[config.mk]
export PLATFORM = sky130hd
export DESIGN_NAME = traffic_generator
export DESIGN_NICKNAME = d
export VERILOG_FILES = /design/src/rtl/traffic_generator.sv
export SDC_FILE = /design/constraint.sdc
export NUM_CORES = 1
export LEC_CHECK = 0
export ABC_AREA = 1
export CELL_PAD_IN_SITES_DETAIL_PLACEMENT = 0
export CELL_PAD_IN_SITES_GLOBAL_PLACEMENT = 1
export CORE_ASPECT_RATIO = 0.75
export CORE_MARGIN = 5
export CORE_UTILIZATION = 37
export DETAILED_ROUTE_END_ITERATION = 16
export GPL_ROUTABILITY_DRIVEN = 0
export MAX_ROUTING_LAYER = met4
export PLACE_DENSITY_LB_ADDON = 0.15
export SYNTH_ARGS = -nofsm -noshare
export SYNTH_HDL_FRONTEND = slang
export SYNTH_SLANG_ARGS = --single-unit
[constraint.sdc]
create_clock -name clk -period 1.84 [get_ports clk]
set_clock_uncertainty 0.15 [all_clocks]
set_input_delay 0.276 -clock clk [delete_from_list [all_inputs] [get_ports clk]]
set_output_delay 0.276 -clock clk [all_outputs]
set_load 0.01 [all_outputs]
[src/rtl/traffic_generator.sv]
// Synthetic single-flit packet source for one PE: paces requests on the router
// Local port with Req/Gnt/Full and exposes a per-grant send log on its outputs.
module traffic_generator #(
    parameter logic [5:0]  routerID       = 6'b000_000,
    parameter logic [5:0]  ModuleID       = 6'b000_000,
    parameter int          dataWidth      = 32,
    parameter int          dim            = 4,
    parameter int          numPackets     = 100,
    parameter int          injectInterval = 8,
    parameter int          destMode       = 0,
    parameter logic [5:0]  DestID         = 6'b000_001,
    parameter logic [15:0] lfsrSeed       = 16'hACE1
) (
    input  logic                 clk,
    input  logic                 reset,
    output logic [dataWidth-1:0] PacketOut,
    output logic                 ReqDnStr,
    input  logic                 GntDnStr,
    input  logic                 DnStrFull,
    output logic                 Done,
    output logic [15:0]          SentCount,
    output logic                 LogValid,
    output logic [31:0]          LogCycle,
    output logic [5:0]           LogRouterID,
    output logic [15:0]          StallCount
);

    localparam logic [1:0] GAP  = 2'd0;
    localparam logic [1:0] REQ  = 2'd1;
    localparam logic [1:0] DONE = 2'd2;

    localparam logic [31:0] NUM    = 32'(numPackets);
    localparam logic [15:0] RELOAD = 16'(injectInterval - 1);

    logic [1:0]           state_q, state_d;
    logic [dataWidth-1:0] pkt_q, pkt_d;
    logic                 req_q, req_d;
    logic [15:0]          sent_q, sent_d;
    logic [9:0]           pid_q, pid_d;
    logic [15:0]          cnt_q, cnt_d;
    logic [15:0]          lfsr_q, lfsr_d;
    logic [31:0]          cycle_q, cycle_d;
    logic [15:0]          stall_q, stall_d;
    logic                 log_valid_q, log_valid_d;
    logic [31:0]          log_cycle_q, log_cycle_d;
    logic [5:0]           cur_dest;

    function automatic logic [15:0] sat_inc(input logic [15:0] v);
        return (v == 16'hFFFF) ? v : v + 16'd1;
    endfunction

    // Fibonacci taps 16,14,13,11 for a left shift land on bits 15,13,12,10.
    function automatic logic [15:0] lfsr_next(input logic [15:0] l);
        return {l[14:0], l[15] ^ l[13] ^ l[12] ^ l[10]};
    endfunction

    function automatic logic [5:0] rand_dest(input logic [15:0] l);
        logic [2:0] x;
        logic [2:0] y;
        x = 3'(int'(l[2:0]) % dim);
        y = 3'(int'(l[5:3]) % dim);
        if ({x, y} == ModuleID)
            x = 3'((int'(x) + 1) % dim);
        return {x, y};
    endfunction

    function automatic logic [dataWidth-1:0] pack(input logic [9:0] id, input logic [5:0] dst);
        logic [dataWidth-1:0] p;
        p        = '0;
        p[21:16] = dst;
        p[15:6]  = id;
        p[5:0]   = ModuleID;
        return p;
    endfunction

    assign cur_dest = (destMode == 1) ? rand_dest(lfsr_q) : DestID;

    always_comb begin
        state_d     = state_q;
        pkt_d       = pkt_q;
        req_d       = req_q;
        sent_d      = sent_q;
        pid_d       = pid_q;
        cnt_d       = cnt_q;
        lfsr_d      = lfsr_q;
        stall_d     = stall_q;
        log_cycle_d = log_cycle_q;
        log_valid_d = 1'b0;
        cycle_d     = cycle_q + 32'd1;

        case (state_q)
            GAP: begin
                if (32'(sent_q) >= NUM) begin
                    state_d = DONE;
                end else if (cnt_q != 16'd0) begin
                    cnt_d = cnt_q - 16'd1;
                end else if (DnStrFull) begin
                    stall_d = sat_inc(stall_q);
                end else begin
                    pkt_d       = pack(pid_q, cur_dest);
                    req_d       = 1'b1;
                    log_cycle_d = cycle_q;
                    state_d     = REQ;
                end
            end
            // A raised request is never withdrawn; Full is ignored until the grant.
            REQ: begin
                if (GntDnStr) begin
                    req_d       = 1'b0;
                    sent_d      = sat_inc(sent_q);
                    pid_d       = pid_q + 10'd1;
                    cnt_d       = RELOAD;
                    lfsr_d      = lfsr_next(lfsr_q);
                    log_valid_d = 1'b1;
                    state_d     = (32'(sent_d) == NUM) ? DONE : GAP;
                end
            end
            DONE: begin
                req_d = 1'b0;
            end
            default: begin
                state_d = GAP;
                req_d   = 1'b0;
            end
        endcase
    end

    always_ff @(posedge clk or negedge reset) begin
        if (!reset) begin
            state_q     <= GAP;
            pkt_q       <= '0;
            req_q       <= 1'b0;
            sent_q      <= 16'd0;
            pid_q       <= 10'd0;
            cnt_q       <= 16'd0;
            lfsr_q      <= lfsrSeed;
            cycle_q     <= 32'd0;
            stall_q     <= 16'd0;
            log_valid_q <= 1'b0;
            log_cycle_q <= 32'd0;
        end else begin
            state_q     <= state_d;
            pkt_q       <= pkt_d;
            req_q       <= req_d;
            sent_q      <= sent_d;
            pid_q       <= pid_d;
            cnt_q       <= cnt_d;
            lfsr_q      <= lfsr_d;
            cycle_q     <= cycle_d;
            stall_q     <= stall_d;
            log_valid_q <= log_valid_d;
            log_cycle_q <= log_cycle_d;
        end
    end

    assign PacketOut   = pkt_q;
    assign ReqDnStr    = req_q;
    assign Done        = (state_q == DONE);
    assign SentCount   = sent_q;
    assign LogValid    = log_valid_q;
    assign LogCycle    = log_cycle_q;
    assign LogRouterID = routerID;
    assign StallCount  = stall_q;

endmodule
==> flow_summary.json <==
{
  "outcome": "complete, but fails checks",
  "violations": "negative setup slack",
  "layoutNonFillerInstCount": 1414,
  "synth-adder-area-share": 0.01041,
  "drtPass1Iterations": 5,
  "clkTransAtPathRegs_ps": 70,
  "yosys_warnings": 0,
  "powerDensity_nw_per_um2": 747.8,
  "path_buf_inv": 3,
  "cpPeakStageDelay_ps": 380,
  "cts.root.buffer_cell": "clkbuf_16",
  "grt_use_met3": 0.03639,
  "fin_util": 0.5925,
  "die_h_um": 130.9,
  "ys_ff_latch": 137,
  "grt_first_pass_wirelength_mm": 31.77,
  "core_area_sq_um": 19270,
  "htreeDepth": 4,
  "yosysSeqAreaShare": 0.4754,
  "final-setup-viol-count": 79,
  "grt_overflow": 0,
  "synth_xor_area_frac": 0.07408,
  "start_kind": "flop",
  "path_max_fanout": 6,
  "multiInputGateArea_sq_um": 3816,
  "die_w_um": 171.2,
  "hold_slack_ps": 130.2,
  "avgSynthCellArea_sq_um": 8.445,
  "synth_top_family_by_area": "simple AND/OR/NAND/NOR gates",
  "reg2reg_setup_slack_ps": -180,
  "crit_path_frequent_cell": "nand2_4",
  "muxShareOfSynthArea": 0.02082,
  "antenna_found_initial": 0,
  "grt_pass1_vias": 6269,
  "power.leakage_nw": 5.717,
  "postPlaceCellArea_sq_um": 9349,
  "min_period_ps": 2020,
  "start_util": 0.3743,
  "ios": 109,
  "clock.fmax_ghz": 0.4951,
  "grt_max_degree": 40,
  "diodes": 0,
  "cap_viol_max_count": 0,
  "rsz0062_at_grt": "yes",
  "critical_path_depth": 11,
  "detail-route-antenna-nets": 0,
  "routed_wirelength_mm": 20.04,
  "path_delay_family": "simple AND/OR/NAND/NOR gates",
  "syn_area_sq_um": 7212,
  "irDropWorstVdd_v": 0.0005402,
  "critPathKind": "reg2reg",
  "met1_usage": 0.2689,
  "post-route-drc-count": 0,
  "placementRows": 44,
  "yosys.area_share.simple": 0.2550,
  "cp.required_ps": 1990,
  "fillers": 1735,
  "hold_class": "in2async",
  "setup_ws_ps": -179.7,
  "post-dp-hpwl_mm": 13.74,
  "netlist-cell-type-count": 37,
  "area_delta_synth_final_pct": 58.29,
  "drv_slew": 0,
  "arrival_ps": 2170,
  "route.vias.total": 6521,
  "crit_chain": "inv_2, ha_4, nand2_4, inv_4, nand2_4, nor2_4, nand3_4, nor2_4, nand2_4, buf_12, mux2_4",
  "die_area_sq_um": 22410,
  "drive_above_1_share": 0.3652,
  "syn_inst": 854,
  "drt_iter0_drc": 355,
  "cts_made_buffers": 17,
  "seqCellArea_sq_um": 3440,
  "clkSinkCount": 137,
  "via_per_inst": 4.612,
  "nets": 1158,
  "top_usage_layer": "met1",
  "cp_slowest_cell": "dfrtp_1",
  "cts_tree": "yes",
  "wire_per_inst_um": 14.17,
  "endpoint_kind": "flop",
  "fin_tns_setup_ps": -8595,
  "ff2ff_path_depth": 11,
  "clock_latency_ps": 420,
  "gr-usage-met2": 0.2631,
  "finalCritPeriodShare": 1.098,
  "synth_compound_area_frac": 0.06003,
  "finalHoldViolCount": 0,
  "port_buffers": 81,
  "stdcell_area_sq_um": 11420,
  "clockBufferDepth": 2,
  "grt_util_all_layers": 0.1838,
  "placed_cells": 1324
}
## where the power goes
part	internal [mW]	switching (mW)	total, mW	leakage, nW
Combinational	0.723	0.820	1.54	3.63
Clock	2.43	1.40	3.83	0.314
Sequential	3.09	0.0748	3.17	1.77
Total	6.25	2.29	8.54	5.72
## cell usage after synthesis
master / n / share of area
buf_2: 6 / 0.0042
nor3_2: 5 / 0.0069
nand3_2: 2 / 0.0028
nand2b_1: 1 / 0.00087
nor3_1: 24 / 0.017
o21ai_2: 1 / 0.0012
o31ai_1: 8 / 0.0083
nand3_1: 53 / 0.037
nand4_1: 18 / 0.016
clkinv_2: 1 / 0.00069
xor2_1: 56 / 0.068
mux2_4: 10 / 0.021
nand2_4: 2 / 0.0031
inv_1: 110 / 0.057
o21ai_0: 38 / 0.026
ha_1: 6 / 0.010
nand2_2: 6 / 0.0052
a21oi_1: 3 / 0.0021
xnor2_1: 5 / 0.0061
inv_2: 1 / 0.00052
dfrtp_1: 137 / 0.48
nor2_4: 5 / 0.0078
nor3b_1: 1 / 0.0010
o21ai_1: 25 / 0.017
a22oi_1: 1 / 0.0010
nor2_2: 9 / 0.0078
buf_6: 6 / 0.0094
a31oi_2: 1 / 0.0017
nor3_4: 2 / 0.0045
o211ai_1: 1 / 0.0010
a31oi_1: 1 / 0.00087
buf_4: 28 / 0.029
conb_1: 1 / 0.00052
nand2_1: 197 / 0.10
nor4_1: 8 / 0.0069
nor2_1: 70 / 0.036
clkbuf_1: 5 / 0.0026
## cells in the final DEF (no fill, tap or decap), types with 5 or more instances in the layout
cell | netlist | layout
nand3_1 | 53 | 43
nor3_2 | 5 | 7
nor2_4 | 5 | 24
nor3_1 | 24 | 20
xor2_1 | 56 | 54
buf_4 | 28 | 161
dlymetal6s2s_1 | 0 | 14
inv_1 | 110 | 96
buf_8 | 0 | 5
nand3_2 | 2 | 7
dfrtp_1 | 137 | 128
clkdlybuf4s50_1 | 0 | 45
nand4_1 | 18 | 18
o21ai_0 | 38 | 22
nor2_2 | 9 | 12
buf_12 | 0 | 7
conb_1 | 1 | 27
o31ai_2 | 0 | 8
nand2_2 | 6 | 37
clkbuf_16 | 0 | 19
o21ai_2 | 1 | 11
nand3_4 | 0 | 5
dfrtp_2 | 0 | 9
mux2_4 | 10 | 10
nand2_1 | 197 | 145
o21ai_1 | 25 | 31
nor4_1 | 8 | 7
nand2_4 | 2 | 22
inv_2 | 1 | 11
nor2_1 | 70 | 48
dlygate4sd2_1 | 0 | 17
xnor2_1 | 5 | 5
bufinv_16 | 0 | 5
buf_6 | 6 | 33
## worst reg2reg max path, stage by stage, from the launching register on
cell	delay [ps]
dfrtp_1	380
inv_2	80
ha_4	150
nand2_4	60
inv_4	60
nand2_4	50
nor2_4	140
nand3_4	110
nor2_4	120
nand2_4	130
buf_12	180
mux2_4	300
## sequential cells by signal, summed over array words and instances, names as in the netlist, 2 cells and up
name / count
cnt_q: 16
pid_q: 10
LogCycle: 32
StallCount: 16
PacketOut: 11
state_q: 2
SentCount: 16
cycle_q: 32
## final cells by class
cell class	instances	share of cell area
clock buffers	19	0.03792
clock inverters	13	0.01907
inverters	112	0.03792
multi-input cells	587	0.3343
flip-flops and latches	137	0.3013
well taps	253	0.02773
repair buffers	292	0.2411
repair inverters	1	0.0006576
## per-stage QoR
step,setup slack (ps),power [mW]
floorplan,-111.1,3.711
global placement,-242.4,4.217
detailed placement,-260.7,4.218
CTS,-157.6,8.552
global route,-282.2,8.918
finish,-179.7,8.537
## routing by layer
metal	routed length (um)	part of all wire
met5	0	0
met3	768	0.038
met4	188	0.0094
met2	8995	0.45
met1	10090	0.50
## final timing paths
| path | to | from |
|---|---|---|
| worst max-delay path | LogCycle[26] | cnt_q[1] |
| worst min-delay path | LogValid | reset |
| worst max register to register | LogCycle[26] | cnt_q[1] |
| worst min register to register | cycle_q[22] | cycle_q[22] |
| max in group asynchronous | cycle_q[11] | reset |
| min in group clk | cycle_q[22] | cycle_q[22] |
## logic make-up (layout without fill, tap and decap cells)
logic type,count (synthesis),after routing
and+or+nand+nor,403,404
buffers and inverters,157,437
DFF,137,137
AOI/OAI and AO/OA,79,79
xor gates and xnor gates,61,61
muxes,10,10
adders and majority gates,6,6
other,1,27
## repair_timing
item / in CTS / in global routing
pin swaps: 21 / 35
cloned: 4 / 3
endpoints found under the hold margin: 137 / 0
hold buffers: 1 / 0
gates resized for setup: 157 / 123
setup buffers: 32 / 21
endpoints found under the setup margin: 106 / 111
Note: power is estimated with default switching activity, not from simulation.
